===== src/rtl/cache_pkg.sv =====
// Shared types and constants for the MEM-stage cache block-fill controller.
package cache_pkg;

  localparam int BLOCK_WORDS   = 8;
  localparam int MEM_LATENCY   = 4;
  localparam int WORD_OFF_BITS = 3;
  localparam int CNT_W         = $clog2(BLOCK_WORDS) + 1;

  localparam logic [15:0] BLOCK_MASK = 16'hFFF0;

  typedef enum logic {
    IDLE = 1'b0,
    FILL = 1'b1
  } fill_state_t;

  typedef logic [CNT_W-1:0]         fill_cnt_t;
  typedef logic [WORD_OFF_BITS-1:0] word_idx_t;

  localparam fill_cnt_t CNT_FULL = fill_cnt_t'(BLOCK_WORDS);
  localparam fill_cnt_t CNT_LAST = fill_cnt_t'(BLOCK_WORDS - 1);

endpackage


===== src/rtl/cla_16bit.sv =====
// 16-bit carry-lookahead adder/subtractor: 4-bit groups with lookahead
// between groups and ripple inside each group.
module cla_16bit (
  input  logic [15:0] a_i,
  input  logic [15:0] b_i,
  input  logic        sub_i,
  output logic [15:0] sum_o
);

  logic [15:0] b_eff;
  logic [14:0] g;
  logic [15:0] p;
  logic [15:0] c;
  logic [3:0]  grp_c;

  always_comb begin
    b_eff    = b_i ^ {16{sub_i}};
    g        = a_i[14:0] & b_eff[14:0];
    p        = a_i ^ b_eff;
    grp_c    = '0;
    grp_c[0] = sub_i;
    for (int k = 0; k < 3; k++) begin
      grp_c[k+1] = g[4*k+3]
                 | (p[4*k+3] & g[4*k+2])
                 | ((&p[4*k+2 +: 2]) & g[4*k+1])
                 | ((&p[4*k+1 +: 3]) & g[4*k])
                 | ((&p[4*k +: 4]) & grp_c[k]);
    end
    c = '0;
    for (int k = 0; k < 4; k++) begin
      c[4*k] = grp_c[k];
      for (int j = 0; j < 3; j++) begin
        c[4*k+j+1] = g[4*k+j] | (p[4*k+j] & c[4*k+j]);
      end
    end
    sum_o = p ^ c;
  end

endmodule


===== src/rtl/fill_addr_gen.sv =====
// Request address for one fill word: block base + (word index << 1).
module fill_addr_gen
  import cache_pkg::*;
(
  input  logic [15:0] base_i,
  input  word_idx_t   idx_i,
  output logic [15:0] addr_o
);

  logic [15:0] byte_off;

  assign byte_off = {{(16-WORD_OFF_BITS-1){1'b0}}, idx_i, 1'b0};

  cla_16bit u_cla (
    .a_i   (base_i),
    .b_i   (byte_off),
    .sub_i (1'b0),
    .sum_o (addr_o)
  );

endmodule


===== src/rtl/cache_fill_fsm.sv =====
// Cache block-fill controller: issues one read per block word, steers returns
// into the data array, pulses the tag write on the last word.
// Optional build macro CACHE_FILL_CRITICAL_WORD_FIRST_EN: wrap-around fill
// starting at the missed word.
module cache_fill_fsm
  import cache_pkg::*;
(
  input  logic        clk,
  input  logic        rst_n,
  input  logic        miss_detected,
  input  logic [15:0] miss_address,
  input  logic        memory_data_valid,
  output logic        fsm_busy,
  output logic        mem_en,
  output logic [15:0] memory_address,
  output logic        write_data_array,
  output word_idx_t   fill_word_offset,
  output logic        write_tag_array
);

  fill_state_t state_q, state_d;
  fill_cnt_t   issue_cnt_q, issue_cnt_d;
  fill_cnt_t   recv_cnt_q, recv_cnt_d;
  logic [15:0] base_q, base_d;
  word_idx_t   issue_idx, recv_idx;
  logic [15:0] req_addr;

`ifdef CACHE_FILL_CRITICAL_WORD_FIRST_EN
  word_idx_t start_q, start_d;

  // 3-bit sums wrap at the block boundary by construction.
  assign issue_idx = start_q + issue_cnt_q[WORD_OFF_BITS-1:0];
  assign recv_idx  = start_q + recv_cnt_q[WORD_OFF_BITS-1:0];

  always_ff @(posedge clk or negedge rst_n) begin
    if (!rst_n) start_q <= '0;
    else        start_q <= start_d;
  end
`else
  assign issue_idx = issue_cnt_q[WORD_OFF_BITS-1:0];
  assign recv_idx  = recv_cnt_q[WORD_OFF_BITS-1:0];
`endif

  fill_addr_gen u_addr_gen (
    .base_i (base_q),
    .idx_i  (issue_idx),
    .addr_o (req_addr)
  );

  // NOTE: sequential state uses non-blocking assignments so every register
  // samples the pre-edge values, independent of process ordering.
  always_ff @(posedge clk or negedge rst_n) begin
    if (!rst_n) begin
      state_q     <= IDLE;
      issue_cnt_q <= '0;
      recv_cnt_q  <= '0;
      base_q      <= '0;
    end else begin
      state_q     <= state_d;
      issue_cnt_q <= issue_cnt_d;
      recv_cnt_q  <= recv_cnt_d;
      base_q      <= base_d;
    end
  end

  // NOTE: every output of this block gets a default first; a path that
  // leaves one unassigned would infer a latch.
  always_comb begin
    state_d          = state_q;
    issue_cnt_d      = issue_cnt_q;
    recv_cnt_d       = recv_cnt_q;
    base_d           = base_q;
`ifdef CACHE_FILL_CRITICAL_WORD_FIRST_EN
    start_d          = start_q;
`endif
    fsm_busy         = 1'b0;
    mem_en           = 1'b0;
    memory_address   = '0;
    write_data_array = 1'b0;
    fill_word_offset = '0;
    write_tag_array  = 1'b0;

    unique case (state_q)
      IDLE: begin
        if (miss_detected) begin
          base_d      = miss_address & BLOCK_MASK;
`ifdef CACHE_FILL_CRITICAL_WORD_FIRST_EN
          start_d     = miss_address[WORD_OFF_BITS:1];
`endif
          issue_cnt_d = '0;
          recv_cnt_d  = '0;
          state_d     = FILL;
        end
      end
      FILL: begin
        fsm_busy = 1'b1;
        if (issue_cnt_q < CNT_FULL) begin
          mem_en         = 1'b1;
          memory_address = req_addr;
          issue_cnt_d    = issue_cnt_q + 1'b1;
        end
        if (memory_data_valid) begin
          write_data_array = 1'b1;
          fill_word_offset = recv_idx;
          recv_cnt_d       = recv_cnt_q + 1'b1;
          if (recv_cnt_q == CNT_LAST) begin
            write_tag_array = 1'b1;
            state_d         = IDLE;
          end
        end
      end
      default: state_d = IDLE;
    endcase
  end

endmodule


===== config.mk =====
export PLATFORM = sky130hd
export DESIGN_NAME = cache_fill_fsm
export DESIGN_NICKNAME = d
export VERILOG_FILES = /design/src/rtl/cache_pkg.sv /design/src/rtl/cla_16bit.sv /design/src/rtl/fill_addr_gen.sv /design/src/rtl/cache_fill_fsm.sv
export SDC_FILE = /design/constraint.sdc
export NUM_CORES = 1
export LEC_CHECK = 0
export CORE_UTILIZATION = 45
export CTS_CLUSTER_DIAMETER = 60
export CTS_CLUSTER_SIZE = 28
export DETAILED_ROUTE_END_ITERATION = 12
export GPL_TIMING_DRIVEN = 0
export PLACE_DENSITY_LB_ADDON = 0.25
export REMOVE_ABC_BUFFERS = 1
export SETUP_SLACK_MARGIN = 0.4
export SKIP_LAST_GASP = 1
export SLEW_MARGIN = 20
export SYNTH_ARGS = -nofsm -noshare
export SYNTH_HDL_FRONTEND = slang
export SYNTH_SLANG_ARGS = --single-unit

===== constraint.sdc =====
create_clock -name clk -period 3.31 [get_ports clk]
set_input_delay 0.662 -clock clk [delete_from_list [all_inputs] [get_ports clk]]
set_output_delay 0.662 -clock clk [all_outputs]
set_load 0.01 [all_outputs]

==> impl_metrics.env <==
export IMPL_run_status="finished clean"
export IMPL_hold_path_depth=1
export IMPL_total_leakage_power_nw=0.688
export IMPL_antenna_found_initial=0
export IMPL_slew_headroom=0.389
export IMPL_wl_met3_um=80
export IMPL_grt_first_pass_wirelength_mm=3.34
export IMPL_setup_violations_final=0
export IMPL_detail_route_antenna_nets=0
export IMPL_wl_met1_um=839
export IMPL_cp_top_family="buffers and inverters"
export IMPL_rsz0062_at_grt="no"
export IMPL_num_rows=17
export IMPL_setup_worst_path_class="input port to primary output"
export IMPL_gr_usage_all_layers=0.179
export IMPL_dieArea_mm2=0.00250
export IMPL_r2r_worst_path_cells=3
export IMPL_port_buffers=37
export IMPL_timing_hold_worst_endpoint="recv_cnt_q[3]"
export IMPL_layout_nets=169
export IMPL_routedWlPerCell_um=10.8
export IMPL_first_pass_iters=3
export IMPL_power_density_cell_area_mw_per_mm2=741
export IMPL_drv_max_cap_violation_count=0
export IMPL_final_cell_mix="sky130_fd_sc_hd__nand2_1 (40), sky130_fd_sc_hd__clkdlybuf4s50_1 (37), sky130_fd_sc_hd__dfrtp_1 (21), sky130_fd_sc_hd__and2_1 (15), sky130_fd_sc_hd__nor2_1 (5)"
export IMPL_number_of_buffers_on_the_longest_clock_path=2
export IMPL_fillCellCount=204
export IMPL_dr_total_vias=823
export IMPL_cts_htree_levels=1
export IMPL_non_filler_instances=174
export IMPL_place_congestion=0.711
export IMPL_reg2reg_to="issue_cnt_q[0]"
export IMPL_crit_path_max_incr_delay_ns=0.54
export IMPL_slowest_stage="sky130_fd_sc_hd__clkdlybuf4s50_1"
export IMPL_crit_buf_inv=2
export IMPL_via_count_of_the_first_global_routing_pass=796
export IMPL_finalWorstSetupSlack_ns=0.511
export IMPL_timing_critical_path_required_ns=2.65
export IMPL_hp_class="flip-flop to flip-flop"
export IMPL_clock_root_buffer="sky130_fd_sc_hd__clkbuf_4"
export IMPL_highest_layer="met4"
export IMPL_post_route_period_util=0.846
export IMPL_finalCriticalPeriod_ns=2.80
export IMPL_peakVddDrop_mv=0.388
export IMPL_timing_worst_slew_pin_value_ns=0.913
export IMPL_hold_worst_slack_ns=0.471
export IMPL_ys_ff_latch=21
export IMPL_netlist_cell_type_count=25
export IMPL_tritoncts="done"
export IMPL_chip_height_um=50.0
export IMPL_n_antenna_cell=0
export IMPL_dp_cells=170
export IMPL_numCtsBuffers=3
export IMPL_insertion_delay_ns=0.30
export IMPL_critPathArrivalTime_ns=2.14
export IMPL_core_area_mm2=0.00219
export IMPL_place_hpwl_mm=1.34
export IMPL_final_setup_skew_ns=0.00133
export IMPL_cp_start_kind="input port"
export IMPL_commonest_non_fill_non_tap_cell_in_the_layout="sky130_fd_sc_hd__nand2_1"
export IMPL_wl_met2_um=936
export IMPL_timing_critical_path_to_type="primary output"
export IMPL_setup_ws_pre_cts_ns=0.375
export IMPL_post_synth_cell_area_avg_um2=9.26
export IMPL_area_growth_pct=37.4
export IMPL_crit_path_max_fanout=5
export IMPL_layout_drive_gt1_share=0.0685
export IMPL_tritoncts_num_sinks=21
export IMPL_hold_viol=0
export IMPL_rrSetupSlack_ns=1.83
export IMPL_tns_ns=0
export IMPL_route_final_wire_length_mm=1.88
export IMPL_critical_path_top_cell_by_count="sky130_fd_sc_hd__clkdlybuf4s50_1"
export IMPL_hold_path_startpoint="recv_cnt_q[3]"
export IMPL_clkSlewWorstSetupHoldPaths_ns=0.12
export IMPL_dieWidth_um=50.0
export IMPL_maximum_number_of_pins_on_one_net_before_global_route_repair=22
export IMPL_max_clock_freq_ghz=0.357
export IMPL_floorplan_io_pins=43
export IMPL_crit_reg2reg_launch="state_q"
export IMPL_post_syn_area_mm2=0.00104
export IMPL_crit_path_cell_trace="clkdlybuf4s50_1 -> and3_2 -> and3b_1 -> clkdlybuf4s50_1"
export IMPL_routed_via_density=4.73
export IMPL_grt_overflow_total=0
export IMPL_yosysWarningCount=0
export IMPL_postSynthCellCount=112
export IMPL_timing_max_transition_violations_final=0
export IMPL_start_util=0.473
export IMPL_power_total_mw=1.06
export IMPL_drt_iter0_drc=7
export IMPL_synth_yosys_seq_area_share=0.507
export IMPL_drc=0
-- cells in the mapped netlist --
cell type                   n  area share
sky130_fd_sc_hd__nand2b_4   1       0.013
sky130_fd_sc_hd__nand3b_1   1      0.0072
sky130_fd_sc_hd__and2_1    15       0.090
sky130_fd_sc_hd__buf_2      2      0.0097
sky130_fd_sc_hd__nor2_2     1      0.0060
sky130_fd_sc_hd__nand2_1   40        0.14
sky130_fd_sc_hd__mux2i_1    1      0.0097
sky130_fd_sc_hd__and3_2     1      0.0072
sky130_fd_sc_hd__xor2_1     2       0.017
sky130_fd_sc_hd__buf_4      3       0.022
sky130_fd_sc_hd__mux2_4     1       0.014
sky130_fd_sc_hd__ha_1       2       0.024
sky130_fd_sc_hd__conb_1     1      0.0036
sky130_fd_sc_hd__nor2b_1    1      0.0060
sky130_fd_sc_hd__o21ai_0    1      0.0048
sky130_fd_sc_hd__dfrtp_1   21        0.51
sky130_fd_sc_hd__and3b_1    1      0.0084
sky130_fd_sc_hd__nor2b_4    1       0.013
sky130_fd_sc_hd__buf_6      2       0.022
sky130_fd_sc_hd__a22o_1     1      0.0084
sky130_fd_sc_hd__and3_1     2       0.012
sky130_fd_sc_hd__a41oi_1    1      0.0084
sky130_fd_sc_hd__inv_1      1      0.0036
sky130_fd_sc_hd__nor2_1     5       0.018
sky130_fd_sc_hd__nand3_1    4       0.019
-- worst max-delay path by stage --
stage                            startpoint                  to  slack [ns]  cells after the start
final                     memory_data_valid     write_tag_array        0.51                      4
after global routing                state_q  memory_address[13]        0.44                      3
after CTS                 memory_data_valid     write_tag_array        0.51                      4
after detailed placement            state_q  memory_address[12]        0.37                      3
after global placement              state_q  memory_address[12]        0.47                      3
after floorplan                     state_q  memory_address[10]        1.16                      2
-- kinds of logic (layout without fill, tap and decap cells) --
kind of cell             Yosys count  after routing  synth area share
AND/OR/NAND/NOR                   73             73             0.346
flip-flops                        21             21             0.507
buffers and inverters              8             42            0.0567
AO/OA/AOI/OAI                      3              3            0.0217
adder cells (fa/ha/maj)            2              2            0.0241
XOR/XNOR                           2              2            0.0169
multiplexers                       2              2            0.0241
other                              1              1           0.00362
-- layout make-up --
| cell class | instances | area [um^2] | share of cell area |
|---|---|---|---|
| Clock inverter | 1 | 7.51 | 0.00527 |
| Multi-Input combinational cell | 83 | 460 | 0.323 |
| Clock buffer | 3 | 22.5 | 0.0158 |
| Tap cell | 28 | 35.0 | 0.0246 |
| Inverter | 1 | 3.75 | 0.00263 |
| Timing Repair Buffer | 37 | 370 | 0.260 |
| Sequential cell | 21 | 526 | 0.369 |
-- power breakdown --
group	switching (mW)	internal, mW	leakage (nW)
combinational	0.204	0.275	0.419
clock	0.0774	0.0459	0.0139
sequential	0.0805	0.374	0.255
-- per-stage QoR --
stage                      util  area, um^2
after global routing      0.650        1430
after CTS                 0.650        1430
after global placement    0.633        1390
after floorplan               -         982
after detailed placement  0.633        1390
final                     0.650        1430
-- worst reg2reg max path, delay by kind of cell (launching register included) --
family / cells / cell delay [ns]
DFF: 1 / 0.59
and+or+nand+nor: 2 / 0.53
muxes: 1 / 0.26
-- timing repair --
item / 4_1_cts / 5_1_grt
hold buffers: 0 / 0
hold endpoints to repair: 0 / 0
setup endpoints to repair: 16 / 0
gates resized for setup: 2 / 0
buffers inserted: 0 / 0
-- registers in the layout (all words and copies together), names as in the netlist --
register     count
base_q          12
issue_cnt_q      4
recv_cnt_q       4
state_q          1
-- metal layers --
metal / vias to the layer above / GRT usage
met5: - / 0
met4: 0 / 0.0714
met3: 2 / 0.0463
met2: 17 / 0.293
met1: 390 / 0.221
li1: 414 / -
(Power assumes the default switching activity.)
